<file path="config.mk">
export PLATFORM = sky130hd
export DESIGN_NAME = uart_rx_ctrl
export DESIGN_NICKNAME = d
export VERILOG_FILES = /design/src/rtl/uart_rx_ctrl.sv
export SDC_FILE = /design/constraint.sdc
export NUM_CORES = 1
export LEC_CHECK = 0
export ABC_AREA = 1
export BUFFER_PORTS_ARGS = -buffer_cell sky130_fd_sc_hd__buf_4
export CAP_MARGIN = 40
export CORE_UTILIZATION = 37
export CTS_CLUSTER_SIZE = 16
export DETAILED_ROUTE_END_ITERATION = 10
export SYNTH_ARGS = -nofsm -noshare
export SYNTH_HDL_FRONTEND = slang
export SYNTH_SLANG_ARGS = --single-unit
</file>
<file path="constraint.sdc">
create_clock -name fpga_clk_i -period 2.1 [get_ports fpga_clk_i]
set_clock_uncertainty 0.1 [all_clocks]
set_input_delay 0 -clock fpga_clk_i [delete_from_list [all_inputs] [get_ports fpga_clk_i]]
set_output_delay 0 -clock fpga_clk_i [all_outputs]
set_load 0.02 [all_outputs]
</file>
<file path="src/rtl/uart_rx_ctrl.sv">
// UART 8N1 receive controller: two-flop input synchroniser, mid-bit start
// validation, bit-centre sampling and a one-entry valid/ready holding register.
//
// state     | meaning
// ----------+---------------------------------------------------------------
// WAIT_HIGH | line must be seen high before arming (after reset or break)
// IDLE      | armed, waiting for a falling edge on the synchronised line
// START     | counting to the start-bit centre, then re-checking the line
// DATA      | sampling eight data bits at their centres, LSB first
// STOP      | sampling the stop bit; deliver the byte or flag a framing error

module uart_rx_ctrl #(
    parameter int CLK_HZ = 50_000_000,
    parameter int BAUD   = 115_200
) (
    input  logic       fpga_clk_i,
    input  logic       rst_n_i,
    input  logic       uart_rxd_i,
    input  logic       rx_ready_i,
    input  logic       clr_err_i,
    output logic [7:0] rx_data_o,
    output logic       rx_valid_o,
    output logic       frame_err_o,
    output logic       overrun_o,
    output logic       busy_o
);

    localparam int CPB = CLK_HZ / BAUD;
    localparam int H   = CPB / 2;
    localparam int CW  = $clog2(CPB);

    localparam logic [CW-1:0] CNT_BIT  = CW'(CPB - 1);
    localparam logic [CW-1:0] CNT_HALF = CW'(H - 1);
    localparam logic [CW-1:0] CNT_ONE  = CW'(1);

    typedef enum logic [2:0] {
        WAIT_HIGH = 3'd0,
        IDLE      = 3'd1,
        START     = 3'd2,
        DATA      = 3'd3,
        STOP      = 3'd4
    } state_t;

    logic [1:0]    sync_q;
    logic          rxd_s;

    state_t        state_q;
    logic [CW-1:0] cnt_q;
    logic [2:0]    bit_idx_q;
    logic [7:0]    shift_q;
    logic          busy_q;
    logic          frame_err_q;

    logic          deliver;

    logic [7:0]    rx_data_q,  rx_data_d;
    logic          rx_valid_q, rx_valid_d;
    logic          overrun_q,  overrun_d;

    // Both flops reset high so the line reads idle straight out of reset.
    always_ff @(posedge fpga_clk_i or negedge rst_n_i) begin
        if (!rst_n_i) begin
            sync_q <= 2'b11;
        end else begin
            sync_q <= {sync_q[0], uart_rxd_i};
        end
    end

    assign rxd_s = sync_q[1];

    always_ff @(posedge fpga_clk_i or negedge rst_n_i) begin
        if (!rst_n_i) begin
            state_q     <= WAIT_HIGH;
            cnt_q       <= '0;
            bit_idx_q   <= 3'd0;
            shift_q     <= 8'h00;
            busy_q      <= 1'b0;
            frame_err_q <= 1'b0;
        end else begin
            frame_err_q <= 1'b0;
            case (state_q)
                WAIT_HIGH: begin
                    if (rxd_s) begin
                        state_q <= IDLE;
                    end
                end
                IDLE: begin
                    if (!rxd_s) begin
                        state_q <= START;
                        cnt_q   <= '0;
                        busy_q  <= 1'b1;
                    end
                end
                START: begin
                    if (cnt_q != CNT_HALF) begin
                        cnt_q <= cnt_q + CNT_ONE;
                    end else if (!rxd_s) begin
                        state_q   <= DATA;
                        cnt_q     <= '0;
                        bit_idx_q <= 3'd0;
                    end else begin
                        state_q <= IDLE;
                        busy_q  <= 1'b0;
                    end
                end
                DATA: begin
                    if (cnt_q != CNT_BIT) begin
                        cnt_q <= cnt_q + CNT_ONE;
                    end else begin
                        shift_q <= {rxd_s, shift_q[7:1]};
                        cnt_q   <= '0;
                        if (bit_idx_q == 3'd7) begin
                            state_q <= STOP;
                        end else begin
                            bit_idx_q <= bit_idx_q + 3'd1;
                        end
                    end
                end
                STOP: begin
                    // Leaving at the stop-bit centre re-arms half a bit early,
                    // so a start bit that follows with no gap is still caught.
                    if (cnt_q != CNT_BIT) begin
                        cnt_q <= cnt_q + CNT_ONE;
                    end else begin
                        busy_q <= 1'b0;
                        if (rxd_s) begin
                            state_q <= IDLE;
                        end else begin
                            frame_err_q <= 1'b1;
                            state_q     <= WAIT_HIGH;
                        end
                    end
                end
                default: begin
                    state_q <= WAIT_HIGH;
                    busy_q  <= 1'b0;
                end
            endcase
        end
    end

    assign deliver = (state_q == STOP) && (cnt_q == CNT_BIT) && rxd_s;

    // A delivery into a full register only lands if the old byte leaves on
    // the same edge; otherwise the new byte is dropped and the loss recorded.
    always_comb begin
        rx_data_d  = rx_data_q;
        rx_valid_d = rx_valid_q;
        overrun_d  = overrun_q;
        if (rx_valid_q && rx_ready_i) begin
            rx_valid_d = 1'b0;
        end
        if (clr_err_i) begin
            overrun_d = 1'b0;
        end
        if (deliver) begin
            if (!rx_valid_q || rx_ready_i) begin
                rx_data_d  = shift_q;
                rx_valid_d = 1'b1;
            end else begin
                overrun_d = 1'b1;
            end
        end
    end

    always_ff @(posedge fpga_clk_i or negedge rst_n_i) begin
        if (!rst_n_i) begin
            rx_data_q  <= 8'h00;
            rx_valid_q <= 1'b0;
            overrun_q  <= 1'b0;
        end else begin
            rx_data_q  <= rx_data_d;
            rx_valid_q <= rx_valid_d;
            overrun_q  <= overrun_d;
        end
    end

    assign rx_data_o   = rx_data_q;
    assign rx_valid_o  = rx_valid_q;
    assign frame_err_o = frame_err_q;
    assign overrun_o   = overrun_q;
    assign busy_o      = busy_q;

endmodule

</file>
-- Yosys cells after proc, flatten, opt, wreduce, memory -nomap -nowiden
Cells that the tools add are included.
- add/sub/neg operators: 2
- equal/unequal tests: 18
- mux-type cells: 33
- bitwise logic cells: 2
- reductions and logical operators: 15
- operators with widths (cell ; count):
    9-bit two-way mux ; 4
    9-bit case mux with 4 select lines ; 1
    3-bit two-way mux ; 10
    2-bit inequality test (second input constant) ; 10
    3-bit case mux with 5 select lines ; 1
    1-bit two-way mux ; 14
    5-bit AND reduction ; 2
    9-bit by 1-bit adder with 9-bit output (second input constant) ; 1
    9-bit equality test (second input constant) ; 1
    9-bit by 8-bit inequality test with 1-bit output (second input constant) ; 1
    9-bit inequality test (second input constant) ; 1
    3-bit by 2-bit equality test with 1-bit output (second input constant) ; 2
    3-bit equality test (second input constant) ; 2
    3-bit case mux with 2 select lines ; 1
    2-bit AND reduction ; 3
    6-bit AND reduction ; 1
    1-bit case mux with 4 select lines ; 1
    4-bit nonzero test ; 1
    3-bit by 1-bit adder with 3-bit output (second input constant) ; 1
    3-bit by 1-bit equality test with 1-bit output (second input constant) ; 1
    1-bit logical AND ; 3
    3-bit logical NOT ; 1
    2-bit two-way mux ; 1
    1-bit NOT ; 2
    4 further kinds ; 4
- register bits after elaboration: 37
- bits of input ports: 5
- output and inout port bits: 12
- word-level logic and storage cells: 80

-- Longest topological paths before layout
- word-level depth: 4
- mapped depth: 12
- depth with buffers taken out: 11

-- Worst setup path before layout
No wires, ideal clock.
- path type: reg2reg
- start point: register cnt_q[1]
- end point: register bit_idx_q[2]
- library setup time: 117 ps
- data arrival time: 1320 ps
- required time: 1883 ps
- slack: 563 ps
- cell stages (with the launch flop): 13
- path buffers: 1
- period minus slack after synthesis: 1537 ps
- cells stage by stage: dfrtp_1 -> inv_1 -> ha_1 -> nand2_1 -> nor2_1 -> nand2_2 -> buf_6 -> nand2_8 -> inv_4 -> nor2_8 -> nand2_2 -> nand2_1 -> nand2_1
- longest elaborated chain between the ends: 3
- elaborated cells between the ends (all ways): 5
- those cells by class: eq/ne: 4; reduce/logical: 1
- RTL lines (what ; line ; source):
    start: declaration ; 48 ; logic [CW-1:0] cnt_q;
    start signal: assignment ; 96 ; cnt_q <= cnt_q + CNT_ONE;
    start signal: assignment ; 108 ; cnt_q <= cnt_q + CNT_ONE;
    start signal: assignment ; 123 ; cnt_q <= cnt_q + CNT_ONE;
    9-bit inequality test or 9-bit by 8-bit inequality test with 1-bit output (tied branches) ; 107, 95 ;
    2-bit inequality test (no source line) ; - ;
    5-bit AND reduction (no source line) * ; - ;
    end signal: assignment ; 115 ; bit_idx_q <= bit_idx_q + 3'd1;
    end: declaration ; 49 ; logic [2:0] bit_idx_q;
Every way passes the cells marked *; elsewhere a longest branch is shown, timed or not.
A chain may end at the register's enable or synchronous reset.

-- Worst setup path in the final report
- start point: register cnt_q[1]
- end point: register overrun_q (netlist: overrun_o)
- longest elaborated chain between the ends: 4
- RTL lines (what ; line ; source):
    9-bit equality test ; 142 ; assign deliver = (state_q == STOP) && (cnt_q == CNT_BIT) && rxd_s;
    1-bit logical AND (2 in a row) ; 142 ;
    1-bit two-way mux ; 156 ; if (deliver) begin
    via overrun_d ; 58 ; logic overrun_q, overrun_d;
    end signal: assignment ; 174 ; overrun_q <= overrun_d;
    end: declaration ; 58 ;
The timed path passes the listed nets, and every way through them passes these cells.

==> results_dict.tcl <==
set metrics [dict create \
    status "finished, final reports clean" \
    setup_viol_count_final 0 \
    rrSetupSlack_ns 0.17 \
    grt_pass1_wl_mm 7.13 \
    worst_path_max_delay_cell "dlygate4sd3_1" \
    grt_overflow_total 0 \
    final_area_um2 2370 \
    drv_cap 0 \
    firstDrtPassIters 4 \
    port_buffers 16 \
    fp-row-count 26 \
    grt_setup_unrepaired "false" \
    power_leakage_nw 1.33 \
    root_buffer "clkbuf_8" \
    synth_seq_area_share_pct 45.2 \
    cts_tree "yes" \
    clk_latency_ns 0.29 \
    clkPwrFrac_pct 21.0 \
    setup-tns-final_ns 0 \
    multi_input_comb_area_um2 986 \
    drt-total-wl_mm 3.90 \
    syn_inst 264 \
    drt_first_iter_violations 97 \
    max-vdd-ir-drop_v 0.000364 \
    path_clk_slew_ns 0.08 \
    cts_resized 0 \
    hold_viol_final 0 \
    num_antenna_cells 0 \
    wl_per_cell_um 10.8 \
    synthArstFlopShare_pct 100 \
    finalWorstSetupSlack_ns 0.168 \
    fp.coreArea_um2 5240 \
    vias_per_cell 4.54 \
    syn_area_per_cell_um2 7.77 \
    yosys.area.top_type "dfrtp_1" \
    synthTopCellsByArea "dfrtp_1 (43%), nand2_1 (20%), inv_1 (4.0%), nor2_1 (3.8%), nand3_1 (3.7%)" \
    worst_pin_slew_ns 0.457 \
    synthesis.nets 274 \
    cts.path.max_buffers 2 \
    drc 0 \
    synth.most_common_cell "nand2_1" \
    place.detailed.hpwl_mm 2.89 \
    r2r_cells 7 \
    finalNetCount 300 \
    min_period_over_period_pct 92.0 \
    cp-startpoint "cnt_q[1]$_DFFE_PN0P_" \
    final.fill_count 516 \
    hp-class "input port to async pin" \
    synth_ff_type "dfrtp_1" \
    antenna_found_initial 0 \
    cts.sinks 37 \
    postPlaceCellArea_um2 2240 \
    end_kind "flip-flop" \
    htree_num_levels 2 \
    ant_nets 0 \
    p_int_mw 1.33 \
    grt_pass1_vias 1615 \
    r2r_start "cnt_q[1]$_DFFE_PN0P_" \
    track_usage_pct 15.3 \
    arrival_ns 2.05 \
    ff_latch_area_um2 928 \
    synth_common_cells "nand2_1 (109), dfrtp_1 (35), inv_1 (22), nor2_1 (21), nand3_1 (15)" \
    cts_setup_buffers 0 \
    pwr-share-seq_pct 37.7 \
    synth_top_area_share_pct 42.7 \
    die_h_um 76.5 \
    yosysWarnings 0 \
    slew_violations 0 \
    vias 1640 \
    pre_cts_slack_ns 0.359 \
    die_w_um 76.5 \
    synth-edff-count 0 \
    gp_congestion 0.888 \
    cp.required_ns 2.22 \
    reg2reg_to "overrun_o$_DFF_PN0_" \
    netlist_area_um2 2050 \
    critPathKind "flip-flop to flip-flop" \
    area_growth_pct 15.7 \
    hold_buffers 5 \
    fmax_mhz 518 \
    power.switching_uw 983 \
    grt_max_degree 38 \
    drive_above_1_share_pct 17.2 \
    path_max_fanout 4 \
    dieArea_um2 5850 \
    p_per_area_nw_per_um2 976 \
    period_needed_ns 1.93 \
    swShare_pct 42.4 \
    crit_chain "inv_1 -> ha_1 -> nand4_1 -> nor2_4 -> nand3_4 -> o22ai_1 -> dlygate4sd3_1" \
    hold_ws_ns 0.112 \
    start_util_pct 39.2 \
    io_pins 17 \
    synth_cell_types 28 \
    p_comb_share_pct 41.4 \
    worst_path_largest_cell_delay_ns 0.57 \
    ys_ff_latch 37 \
    cts_buffers 5 \
    startpoint_type "flip-flop" \
    maxSlewHeadroom_pct 69.6 \
]
-- power groups by stage --
| stage | sequential, mW | combinational, mW | clock [mW] |
|---|---|---|---|
| 6_report | 0.872 | 0.958 | 0.485 |
| 5_1_grt | 0.884 | 1.09 | 0.532 |
| 4_1_cts | 0.871 | 0.963 | 0.503 |
| 2_1_floorplan | 0.874 | 0.764 | 0 |
| 3_5_place_dp | 0.883 | 0.955 | 0 |
| 3_3_place_gp | 0.881 | 0.963 | 0 |
-- kinds of logic (layout without fill, tap and decap cells) --
| kind of cell | count (synthesis) | after routing | share of synthesized area (%) |
|---|---|---|---|
| buf+inv | 31 | 58 | 6.71 |
| flops | 37 | 37 | 45.2 |
| simple gates | 171 | 171 | 39.4 |
| compound gates | 17 | 17 | 4.33 |
| fa+ha+maj | 5 | 5 | 3.05 |
| xor+xnor | 3 | 3 | 1.28 |
-- critical path, delay by kind of cell, from the launching register on --
| family | cells | cell delay (ns) |
|---|---|---|
| and+or+nand+nor | 3 | 0.42 |
| AOI/OAI and AO/OA | 1 | 0.12 |
| DFF | 1 | 0.41 |
| buffers and inverters | 2 | 0.66 |
| adders and majority gates | 1 | 0.17 |
-- routing by layer --
metal / up-vias / routed length [um] / global-route usage (%)
li1: 866 / - / -
met1: 742 / 1970 / 19.7
met2: 27 / 1740 / 24.6
met3: 5 / 121 / 2.99
met4: 0 / 73 / 7.12
met5: - / 0 / 0
-- state kept, by name, summed over array words and instances (netlist names) --
name and flops:
cnt_q 9, rx_data_o 8, shift_q 8, bit_idx_q 3, state_q 3, sync_q 2
busy_o 1, frame_err_o 1, overrun_o 1, rx_valid_o 1
-- layout by cell type, fill, tap and decap left out, types with 3 or more instances in the layout --
cell type	n
dlygate4sd3_1	5
dfrtp_1	35
xor2_1	3
nor2_1	21
inv_1	22
inv_2	3
clkinv_2	3
buf_4	17
nand4_1	3
nor2_8	3
o21ai_0	12
nand2_1	109
ha_1	5
clkbuf_8	5
nand3_1	15
nand3b_1	3
nand2_2	8
-- how the worst max path moves through the flow --
stage / cells after the start / to / slack [ns]
floorplan: 12 / bit_idx_q[2]$_DFFE_PN0P_ / 0.56
global placement: 11 / cnt_q[8]$_DFFE_PN0P_ / 0.34
detailed placement: 11 / cnt_q[8]$_DFFE_PN0P_ / 0.36
CTS: 7 / overrun_o$_DFF_PN0_ / 0.17
global route: 7 / overrun_o$_DFF_PN0_ / 0.04
finish: 7 / overrun_o$_DFF_PN0_ / 0.17
-- through the flow --
stage	cells	util [%]	total power [mW]
2_1_floorplan	264	-	1.64
3_3_place_gp	348	42.8	1.84
3_5_place_dp	348	42.8	1.84
4_1_cts	361	45.3	2.34
5_1_grt	361	45.3	2.51
6_report	361	45.3	2.32
-- final cells by class --
| type | instances | share of cell area [%] |
|---|---|---|
| timing repair buffer | 22 | 7.49 |
| sequential | 37 | 39.1 |
| clock buffer | 6 | 3.06 |
| tap | 70 | 3.69 |
| inverter | 28 | 4.69 |
| clock inverter | 2 | 0.422 |
| multi-input combinational | 196 | 41.5 |
(Power assumes the default switching activity.)
